[config.mk]
export PLATFORM = sky130hd
export DESIGN_NAME = pc_sequencer_flat
export DESIGN_NICKNAME = d
export VERILOG_FILES = /design/src/rtl/pc_sequencer_if.sv /design/src/rtl/pc_sequencer.sv /design/src/flat_wrapper.sv
export SDC_FILE = /design/constraint.sdc
export NUM_CORES = 1
export LEC_CHECK = 0
export BUFFER_PORTS_ARGS = -buffer_cell sky130_fd_sc_hd__buf_4
export CAP_MARGIN = 10
export CELL_PAD_IN_SITES_DETAIL_PLACEMENT = 0
export CELL_PAD_IN_SITES_GLOBAL_PLACEMENT = 1
export CORE_AREA = 2 2 129 131
export CTS_CLUSTER_DIAMETER = 200
export DETAILED_ROUTE_END_ITERATION = 16
export DIE_AREA = 0 0 131 133
export PLACE_DENSITY_LB_ADDON = 0.2
export SLEW_MARGIN = 10
export SYNTH_ARGS = -nofsm -noshare
export SYNTH_HDL_FRONTEND = slang
export SYNTH_SLANG_ARGS = --single-unit
[constraint.sdc]
create_clock -name clk -period 2.65 [get_ports clk]
set_input_delay 0.1325 -clock clk [delete_from_list [all_inputs] [get_ports clk]]
set_output_delay 0.1325 -clock clk [all_outputs]
set_load 0.05 [all_outputs]
[src/rtl/pc_sequencer_if.sv]
// Signal bundle between pc_sequencer and its pc register, instruction memory and decode stage.
// The master modport is the sequencer side; the slave modport is the surrounding pipeline.
interface pc_sequencer_if #(
    parameter int W = 32
);
    logic [W-1:0] pc_cur;
    logic [W-1:0] pc_next;
    logic         pc_we;
    logic         imem_req;
    logic [W-1:0] imem_addr;
    logic         imem_ack;
    logic [31:0]  imem_rdata;
    logic         instr_valid;
    logic [31:0]  instr;
    logic [W-1:0] instr_pc;
    logic         instr_ready;
    logic         stall;
    logic         redirect_valid;
    logic [W-1:0] redirect_target;
    logic         halt;
    logic         resume;
    logic         halted;

    modport master (
        input  pc_cur, imem_ack, imem_rdata, instr_ready, stall,
               redirect_valid, redirect_target, halt, resume,
        output pc_next, pc_we, imem_req, imem_addr, instr_valid, instr, instr_pc, halted
    );

    modport slave (
        output pc_cur, imem_ack, imem_rdata, instr_ready, stall,
               redirect_valid, redirect_target, halt, resume,
        input  pc_next, pc_we, imem_req, imem_addr, instr_valid, instr, instr_pc, halted
    );
endinterface

[src/rtl/pc_sequencer.sv]
// Fetch sequencer: picks the next PC, runs the imem req/ack handshake, presents words to decode.
// Latency: ack -> instr_valid one cycle later; pc_next/pc_we/imem_req are combinational from state and inputs.
// Backpressure: ISSUE holds the word while !instr_ready or stall; optional misalign trap under PC_MISALIGN_TRAP_EN.
module pc_sequencer #(
    parameter int           W            = 32,
    parameter int           STEP         = 4,
    parameter logic [W-1:0] RESET_VECTOR = '0,
    parameter logic [W-1:0] TRAP_VECTOR  = W'(32'h100)
) (
    input  logic           clk,
    input  logic           rst,
`ifdef PC_MISALIGN_TRAP_EN
    output logic           misalign_err,
`endif
    pc_sequencer_if.master bus
);

    typedef enum logic [1:0] {BOOT, FETCH, ISSUE, HALT} state_t;

`ifdef PC_MISALIGN_TRAP_EN
    localparam bit TRAP_EN = 1'b1;
`else
    localparam bit TRAP_EN = 1'b0;
`endif
    localparam logic [W-1:0] STEP_W     = W'(STEP);
    localparam logic [W-1:0] ALIGN_MASK = W'(STEP - 1);

    state_t       state_q, state_d;
    logic         instr_valid_q, instr_valid_d;
    logic [31:0]  instr_q, instr_d;
    logic [W-1:0] instr_pc_q, instr_pc_d;
    logic         pend_vld_q, pend_vld_d;
    logic [W-1:0] pend_tgt_q, pend_tgt_d;

    logic         apply_vld;
    logic [W-1:0] apply_tgt;
    logic         seq_we;
    logic [W-1:0] seq_next;
    logic         imem_req_c;
    logic         trap_hit;
    logic         pc_we_c;
    logic [W-1:0] pc_next_c;

    always_comb begin
        state_d       = state_q;
        instr_valid_d = instr_valid_q;
        instr_d       = instr_q;
        instr_pc_d    = instr_pc_q;
        pend_vld_d    = pend_vld_q;
        pend_tgt_d    = pend_tgt_q;
        apply_vld     = 1'b0;
        apply_tgt     = '0;
        seq_we        = 1'b0;
        seq_next      = '0;
        imem_req_c    = 1'b0;

        case (state_q)
            BOOT: begin
                seq_we   = 1'b1;
                seq_next = RESET_VECTOR;
                state_d  = FETCH;
            end
            FETCH: begin
                imem_req_c = 1'b1;
                if (bus.imem_ack) begin
                    // A redirect seen at any point during this fetch makes the returned word stale.
                    if (bus.redirect_valid || pend_vld_q) begin
                        apply_vld  = 1'b1;
                        apply_tgt  = bus.redirect_valid ? bus.redirect_target : pend_tgt_q;
                        pend_vld_d = 1'b0;
                    end else begin
                        instr_valid_d = 1'b1;
                        instr_d       = bus.imem_rdata;
                        instr_pc_d    = bus.pc_cur;
                        seq_we        = 1'b1;
                        seq_next      = bus.pc_cur + STEP_W;
                        state_d       = ISSUE;
                    end
                end else if (bus.redirect_valid) begin
                    pend_vld_d = 1'b1;
                    pend_tgt_d = bus.redirect_target;
                end
            end
            ISSUE: begin
                if (bus.redirect_valid) begin
                    apply_vld     = 1'b1;
                    apply_tgt     = bus.redirect_target;
                    instr_valid_d = 1'b0;
                    state_d       = FETCH;
                end else if (bus.instr_ready && !bus.stall) begin
                    instr_valid_d = 1'b0;
                    state_d       = bus.halt ? HALT : FETCH;
                end
            end
            HALT: begin
                if (bus.redirect_valid) begin
                    apply_vld = 1'b1;
                    apply_tgt = bus.redirect_target;
                end
                if (bus.resume) begin
                    state_d = FETCH;
                end
            end
            default: state_d = BOOT;
        endcase
    end

    assign trap_hit  = TRAP_EN && apply_vld && ((apply_tgt & ALIGN_MASK) != '0);
    assign pc_we_c   = apply_vld | seq_we;
    assign pc_next_c = apply_vld ? (trap_hit ? TRAP_VECTOR : apply_tgt) : seq_next;

    always_ff @(posedge clk or negedge rst) begin
        if (!rst) begin
            state_q       <= BOOT;
            instr_valid_q <= 1'b0;
            instr_q       <= '0;
            instr_pc_q    <= '0;
            pend_vld_q    <= 1'b0;
            pend_tgt_q    <= '0;
        end else begin
            state_q       <= state_d;
            instr_valid_q <= instr_valid_d;
            instr_q       <= instr_d;
            instr_pc_q    <= instr_pc_d;
            pend_vld_q    <= pend_vld_d;
            pend_tgt_q    <= pend_tgt_d;
        end
    end

    // Combinational outputs are forced low while reset is asserted.
    assign bus.pc_we       = rst & pc_we_c;
    assign bus.pc_next     = rst ? pc_next_c : '0;
    assign bus.imem_req    = rst & imem_req_c;
    assign bus.imem_addr   = rst ? bus.pc_cur : '0;
    assign bus.halted      = rst & (state_q == HALT);
    assign bus.instr_valid = instr_valid_q;
    assign bus.instr       = instr_q;
    assign bus.instr_pc    = instr_pc_q;

`ifdef PC_MISALIGN_TRAP_EN
    assign misalign_err = rst & trap_hit;
`endif

endmodule

[src/flat_wrapper.sv]
// flat-port wrapper written by rule: the top's interface ports become plain ports
module pc_sequencer_flat 
#(
    parameter int           W            = 32,
    parameter int           STEP         = 4,
    parameter logic [W-1:0] RESET_VECTOR = '0,
    parameter logic [W-1:0] TRAP_VECTOR  = W'(32'h100)
)
  (clk, rst, bus_pc_cur, bus_imem_ack, bus_imem_rdata, bus_instr_ready, bus_stall, bus_redirect_valid, bus_redirect_target, bus_halt, bus_resume, bus_pc_next, bus_pc_we, bus_imem_req, bus_imem_addr, bus_instr_valid, bus_instr, bus_instr_pc, bus_halted);
  pc_sequencer_if #(.W(W)) bus_i ();
  input  logic clk;
  input  logic rst;
  input wire logic [$bits(bus_i.pc_cur)-1:0] bus_pc_cur;
  input wire logic [$bits(bus_i.imem_ack)-1:0] bus_imem_ack;
  input wire logic [$bits(bus_i.imem_rdata)-1:0] bus_imem_rdata;
  input wire logic [$bits(bus_i.instr_ready)-1:0] bus_instr_ready;
  input wire logic [$bits(bus_i.stall)-1:0] bus_stall;
  input wire logic [$bits(bus_i.redirect_valid)-1:0] bus_redirect_valid;
  input wire logic [$bits(bus_i.redirect_target)-1:0] bus_redirect_target;
  input wire logic [$bits(bus_i.halt)-1:0] bus_halt;
  input wire logic [$bits(bus_i.resume)-1:0] bus_resume;
  output wire logic [$bits(bus_i.pc_next)-1:0] bus_pc_next;
  output wire logic [$bits(bus_i.pc_we)-1:0] bus_pc_we;
  output wire logic [$bits(bus_i.imem_req)-1:0] bus_imem_req;
  output wire logic [$bits(bus_i.imem_addr)-1:0] bus_imem_addr;
  output wire logic [$bits(bus_i.instr_valid)-1:0] bus_instr_valid;
  output wire logic [$bits(bus_i.instr)-1:0] bus_instr;
  output wire logic [$bits(bus_i.instr_pc)-1:0] bus_instr_pc;
  output wire logic [$bits(bus_i.halted)-1:0] bus_halted;
  assign bus_i.pc_cur = bus_pc_cur;
  assign bus_i.imem_ack = bus_imem_ack;
  assign bus_i.imem_rdata = bus_imem_rdata;
  assign bus_i.instr_ready = bus_instr_ready;
  assign bus_i.stall = bus_stall;
  assign bus_i.redirect_valid = bus_redirect_valid;
  assign bus_i.redirect_target = bus_redirect_target;
  assign bus_i.halt = bus_halt;
  assign bus_i.resume = bus_resume;
  assign bus_pc_next = bus_i.pc_next;
  assign bus_pc_we = bus_i.pc_we;
  assign bus_imem_req = bus_i.imem_req;
  assign bus_imem_addr = bus_i.imem_addr;
  assign bus_instr_valid = bus_i.instr_valid;
  assign bus_instr = bus_i.instr;
  assign bus_instr_pc = bus_i.instr_pc;
  assign bus_halted = bus_i.halted;
  pc_sequencer #(.W(W), .STEP(STEP), .RESET_VECTOR(RESET_VECTOR), .TRAP_VECTOR(TRAP_VECTOR)) u_core (.clk(clk), .rst(rst), .bus(bus_i));
endmodule
==> flow_metrics.py, run 1 <==
metrics = {
    "cts": {
        "cts_sinks": 100,
        "cts_buffers": 9,
        "cts_buffer_depth": 2,
        "post_cts_buffers": 0,
        "root_buffer": "clkbuf_16",
        "htree_levels": 3,
        "clk_transition_reported_paths_ps": 70,
        "cts_tree": "yes",
        "insertion_delay_ps": 340,
    },
    "synthesis": {
        "synth_cells": 620,
        "ys_warn_count": 0,
        "synth-main-ff-cell": "dfrtp_1",
        "yosysSeqAreaShare_pct": 45.5,
        "synth_top_area_share_pct": 45.5,
        "synth_edf_count": 0,
        "synth_top_area_cell": "dfrtp_1",
        "avgSynthCellArea_um2": 8.86,
        "yosys_register_bits": 100,
        "syn_area_um2": 5490,
        "yosysMostFrequentCell": "nand2_1",
        "synth.top_cells.by_count": "nand2_1 (199), dfrtp_1 (100), and2_1 (43), clkbuf_1 (40), mux2_2 (30)",
        "synthTopCellsByArea": "dfrtp_1 (46%), nand2_1 (14%), mux2_2 (6.1%)",
        "synth_cell_types": 47,
        "synth_async_sr_flop_share_pct": 100,
        "synth_fp_nets": 730,
    },
    "hold_path": {
        "min_path_type": "in -> reg",
        "hold_depth": 3,
        "hold_start": "bus_pc_cur[30]",
        "whs_endpoint": "u_core.bus.instr_pc[30]$_DFFE_PN0P_",
    },
    "power_and_ir_drop": {
        "power.total_w": 0.00872,
        "power.density_nw_per_um2": 1070,
        "peakVddDrop_mv": 0.719,
        "power.leakage_nw": 3.94,
    },
    "timing": {
        "finalSetupViolCount": 0,
        "period_share_pct": 96.8,
        "maxSlewHeadroom_pct": 62.4,
        "tns_ps": 0,
        "drv_slew": 0,
        "finalHoldViolCount": 0,
        "max_freq_mhz": 390,
        "rsz0062_at_grt": "no",
        "finClkSkew_ps": 7.21,
        "period_minus_slack_ps": 2560,
        "worst_pin_slew_ps": 564,
    },
    "floorplan": {
        "coreArea_um2": 16200,
        "dieArea_um2": 17400,
        "ioPinCount": 236,
        "fp.dieW_um": 131,
        "die_y_um": 133,
        "initial_core_util_pct": 34.0,
        "fp-row-count": 47,
    },
    "place": {
        "hpwlAfterDp_mm": 13.5,
        "port_buffers": 235,
        "dp.cells": 1046,
        "placed_area_um2": 7500,
        "gp_congestion": 0.816,
    },
    "routing": {
        "via_per_inst": 5.06,
        "drtIter0Drc": 332,
        "drc": 0,
        "wl_mm": 19.0,
        "vias": 5546,
        "drtAntennaViolNets": 0,
        "firstDrtPassIters": 4,
        "post_drt_wl_per_cell_um": 17.4,
    },
    "cells_and_area": {
        "drive_gt1_share_pct": 35.5,
        "nFillCells": 1491,
        "nets": 981,
        "area_growth_pct": 48.6,
        "antennaDiodeCount": 0,
        "final_cell_area_um2": 8160,
        "instances_no_fill": 1095,
    },
    "global_route": {
        "antenna_found_initial": 0,
        "grt.overflow.total": 0,
        "grt_first_pass_wirelength_mm": 29.1,
        "grt_usage_pct": 21.5,
        "grt_max_degree": 123,
        "grt_pass1_vias": 5430,
    },
    "setup_path": {
        "reg2reg_to": "u_core.state_q[0]$_DFFE_PN0P_",
        "reg2reg_slack_ps": 720,
        "worstPathRequired_ps": 2520,
        "end_kind": "primary output",
        "r2r-start": "u_core.state_q[0]$_DFFE_PN0P_",
        "reg2reg_depth": 6,
        "critPathMaxFanout": 10,
        "cp.arrival_ps": 2430,
        "start_kind": "flip-flop",
        "worstSetupPathType": "reg -> out",
    },
    "flow_run": {
        "maxCapViolCount": 0,
    },
    "outcome": {
        "outcome": "completed",
    },
}
through the flow:
step                utilization, %  setup slack [ps]  hold slack (ps)
floorplan                        -              53.4             -163
global placement              46.4               283             31.0
detailed placement            46.4               260             33.8
CTS                           50.3              24.9             6.81
global route                  50.5              18.7             21.9
finish                        50.5              85.3             23.1
registers in the layout, indices dropped and copies added, names as in the netlist:
| signal | cells |
|---|---|
| u_core.state_q | 2 |
| u_core.pend_tgt_q | 32 |
| u_core.bus.instr_pc | 32 |
| u_core.bus.instr_valid | 1 |
| u_core.pend_vld_q | 1 |
| u_core.bus.instr | 32 |
cells by family after synthesis:
kind of cell / synth area share, %
fa+ha+maj: 1.37
xor+xnor: 1.59
flops: 45.5
mux: 6.88
simple gates: 27.0
buf+inv: 4.33
compound gates: 13.3
cell type report:
cell class	instances	area, um2	area share [%]
clock buffer	11	233	2.85
clock inverter	4	51.3	0.628
inverter	11	41.3	0.506
multi-input combinational	464	2820	34.5
sequential	100	2500	30.7
tap	220	275	3.37
timing repair buffer	285	2250	27.5
power by group:
part	switching (W)	internal [W]
clock network	0.000581	0.000729
logic	0.00319	0.00155
registers	0.000414	0.00225
total	0.00419	0.00453
metal layers:
metal / up-vias / wire length [um] / global-route usage, %
met2: 219 / 8940 / 33.2
li1: 2655 / - / -
met3: 26 / 1430 / 4.89
met5: - / 0 / 0
met1: 2646 / 8230 / 29.1
met4: 0 / 429 / 8.63
cells in the final DEF, fill, tap and decap left out, drive strengths merged, types with 2 or more instances in the layout:
cell type,count
o211ai,20
nand4bb,2
ha,6
nand3,10
xor2,2
dlygate4sd3,33
a21boi,2
a21o,4
or4,14
a21oi,9
a22oi,19
clkinv,2
nor2,7
nand2b,2
o22ai,12
nor4,5
xnor2,8
inv,11
a32oi,13
nand2,199
dfrtp,100
mux2i,4
and2,44
nand3b,5
o21a,3
or3,3
buf,252
nor3,4
nand4,8
and4,3
o311ai,4
o21ai,13
clkbuf,11
mux2,30
critical path: stages, from the launching register on:
cell and delay [ps]:
dfrtp_1 450, inv_1 110, ha_1 250, o21ai_1 290, a21o_1 380, buf_4 250
o211ai_1 140, buf_4 230
worst max-delay path by stage:
stage | depth (start not counted) | from | end
final | 7 | u_core.state_q[0]$_DFFE_PN0P_ | bus_pc_next[29]
after floorplan | 8 | u_core.state_q[1]$_DFFE_PN0P_ | bus_pc_next[27]
after global routing | 7 | u_core.state_q[0]$_DFFE_PN0P_ | bus_pc_next[28]
after global placement | 8 | u_core.state_q[1]$_DFFE_PN0P_ | bus_pc_next[31]
after detailed placement | 7 | u_core.state_q[1]$_DFFE_PN0P_ | bus_pc_next[29]
after CTS | 8 | u_core.state_q[1]$_DFFE_PN0P_ | bus_pc_next[29]
what timing repair did:
action | in CTS | in global routing
pin swaps | 1 | 0
hold endpoints to repair | 55 | 0
gates cloned | 0 | 1
hold buffers | 33 | 0
gates resized for setup | 8 | 5
setup endpoints to repair | 22 | 18
Power figures use the tool's default switching activity.
==> inputs of run 2 (changes only) <==
--- a/config.mk
+++ b/config.mk
@@ -9,10 +9,11 @@
 export CAP_MARGIN = 10
 export CELL_PAD_IN_SITES_DETAIL_PLACEMENT = 0
 export CELL_PAD_IN_SITES_GLOBAL_PLACEMENT = 1
-export CORE_AREA = 2 2 129 131
+export CORE_AREA = 2 2 127 129
+export CTS_BUF_LIST = sky130_fd_sc_hd__clkbuf_8
 export CTS_CLUSTER_DIAMETER = 200
 export DETAILED_ROUTE_END_ITERATION = 16
-export DIE_AREA = 0 0 131 133
+export DIE_AREA = 0 0 129 131
 export PLACE_DENSITY_LB_ADDON = 0.2
 export SLEW_MARGIN = 10
 export SYNTH_ARGS = -nofsm -noshare
==> run 2 against run 1 <==
Compared with the run above: sequential share of layout area shrank 1.7 points; highest routed layer unchanged; critical endpoint is now bus_pc_next[31]; via count grew 3.8%; register-to-register slack gained 50 ps; combinational power grew 2%; largest cell class is now buffers; clock skew grew 2.9 ps; first-iteration DRC count grew 7.5%; flip-flop and latch count is the same.
==> flow_metrics.py, run 2 (synthesized netlist as in run 1, its figures left out) <==
metrics = {
    "place": {
        "hpwlAfterDp_mm": 13.4,
        "gp_congestion": 0.865,
        "place_worst_setup_slack_ps": 211,
        "port_buffers": 235,
    },
    "cts": {
        "htree_levels": 3,
        "cts_sinks": 100,
        "root_buffer": "clkbuf_8",
        "clk_transition_reported_paths_ps": 90,
        "cts_tree": "yes",
        "cts_buffer_depth": 2,
        "cts_buffers": 9,
        "insertion_delay_ps": 380,
    },
    "timing": {
        "finalHoldViolCount": 0,
        "period_share_pct": 95.9,
        "max_freq_mhz": 394,
        "period_minus_slack_ps": 2540,
        "finalSetupViolCount": 0,
        "tns_ps": 0,
        "finalWorstSetupSlack_ps": 109,
        "worst_pin_slew_ps": 501,
        "drv_slew": 0,
        "rsz0062_at_grt": "yes",
        "maxSlewHeadroom_pct": 66.3,
        "finClkSkew_ps": 10.2,
    },
    "cells_and_area": {
        "nets": 1034,
        "mostFrequentLayoutCell": "buf_4",
        "area_growth_pct": 57.6,
        "nFillCells": 1438,
        "mostFrequentLayoutCells": "buf_4 (250), nand2_1 (198), dfrtp_1 (99)",
        "drive_gt1_share_pct": 34.3,
        "antennaDiodeCount": 0,
    },
    "setup_path": {
        "cp.arrival_ps": 2410,
        "worstSetupPathType": "in -> out",
        "critPathMaxFanout": 15,
        "start_kind": "primary input",
        "r2r-start": "u_core.pend_vld_q$_DFFE_PN0P_",
        "end_kind": "primary output",
        "critPathLaunch": "bus_pc_cur[11]",
        "worstPathRequired_ps": 2520,
    },
    "global_route": {
        "grt_usage_pct": 22.6,
        "grt_pass1_vias": 5678,
        "grt_max_degree": 87,
        "grt_first_pass_wirelength_mm": 29.8,
        "grt.overflow.total": 0,
        "antenna_found_initial": 0,
    },
    "floorplan": {
        "die_y_um": 131,
        "coreArea_um2": 15600,
        "fp-row-count": 46,
        "fp.dieW_um": 129,
        "dieArea_um2": 16900,
        "initial_core_util_pct": 35.2,
        "ioPinCount": 236,
    },
    "outcome": {
        "outcome": "completed",
    },
    "power_and_ir_drop": {
        "peakVddDrop_mv": 0.579,
        "power.density_nw_per_um2": 990,
        "power.leakage_nw": 4.16,
    },
    "routing": {
        "post_drt_wl_per_cell_um": 16.9,
        "drtIter0Drc": 357,
        "via_per_inst": 5.03,
        "vias": 5756,
        "drc": 0,
        "drtAntennaViolNets": 0,
        "firstDrtPassIters": 6,
        "wl_mm": 19.3,
    },
    "hold_path": {
        "hold_start": "bus_pc_cur[4]",
        "min_path_type": "in -> reg",
    },
    "flow_run": {
        "maxCapViolCount": 0,
    },
}
## run 2: area by class of cell
type | instances | area (um2) | area share (%)
flip-flops and latches | 100 | 2500 | 28.9
inverters | 11 | 41.3 | 0.477
multi-input cells | 463 | 2800 | 32.3
repair buffers | 339 | 2820 | 32.6
clock buffers | 9 | 124 | 1.43
well taps | 216 | 270 | 3.12
clock inverters | 7 | 98.8 | 1.14
## run 2: path summary, 6_finish.rpt
kind | to | slack, ps | cells past startpoint
worst min-delay path | u_core.bus.instr_pc[4]$_DFFE_PN0P_ | 30 | 3
worst max-delay path | bus_pc_next[31] | 110 | 7
worst max register to register | u_core.state_q[0]$_DFFE_PN0P_ | 770 | 4
worst min register to register | u_core.bus.instr[30]$_DFFE_PN0P_ | 480 | 2
max in group asynchronous | u_core.bus.instr[1]$_DFFE_PN0P_ | 1680 | 3
min in group asynchronous | u_core.pend_tgt_q[21]$_DFFE_PN0P_ | 180 | 2
## run 2: per-layer routing
| metal | vias to the layer above | track usage, % | part of all wire (%) |
|---|---|---|---|
| li1 | 2749 | - | - |
| met1 | 2765 | 29.2 | 43 |
| met2 | 230 | 38.2 | 48 |
| met3 | 12 | 5.94 | 8.1 |
| met4 | 0 | 5.56 | 0.91 |
| met5 | - | 0 | 0 |
## run 2: critical path, stage by stage
cell	delay [ps]
dlygate4sd3_1	530
buf_4	140
nand4_1	140
or4_4	560
or4_1	540
o211ai_1	120
buf_4	240
## run 2: timing repair
action                                  in CTS  in global routing
setup buffers                                0                  8
pin swaps                                    0                  1
gates resized for setup                      9                  7
hold buffers                                83                  0
cloned                                       1                  0
endpoints found under the setup margin      28                 25
endpoints found under the hold margin      153                  0
## run 2: report_power, final
part | internal [W] | switching (W) | leakage [nW]
registers | 0.00225 | 0.000410 | 1.23
clock network | 0.000535 | 0.000563 | 0.0981
logic | 0.00163 | 0.00320 | 2.83
total | 0.00441 | 0.00417 | 4.16
## run 2: metrics by stage
stage | power [W] | utilization, % | std cells | area (um2) | hold WS, ps
finish | 0.00858 | 55.5 | 1145 | 8660 | 28.6
global route | 0.00908 | 55.5 | 1145 | 8660 | 12.0
CTS | 0.00859 | 55.0 | 1137 | 8580 | 6.07
detailed placement | 0.00733 | 47.9 | 1037 | 7470 | 11.4
global placement | 0.00724 | 47.9 | 1037 | 7470 | 8.44
floorplan | 0.00577 | - | 620 | 5500 | -163
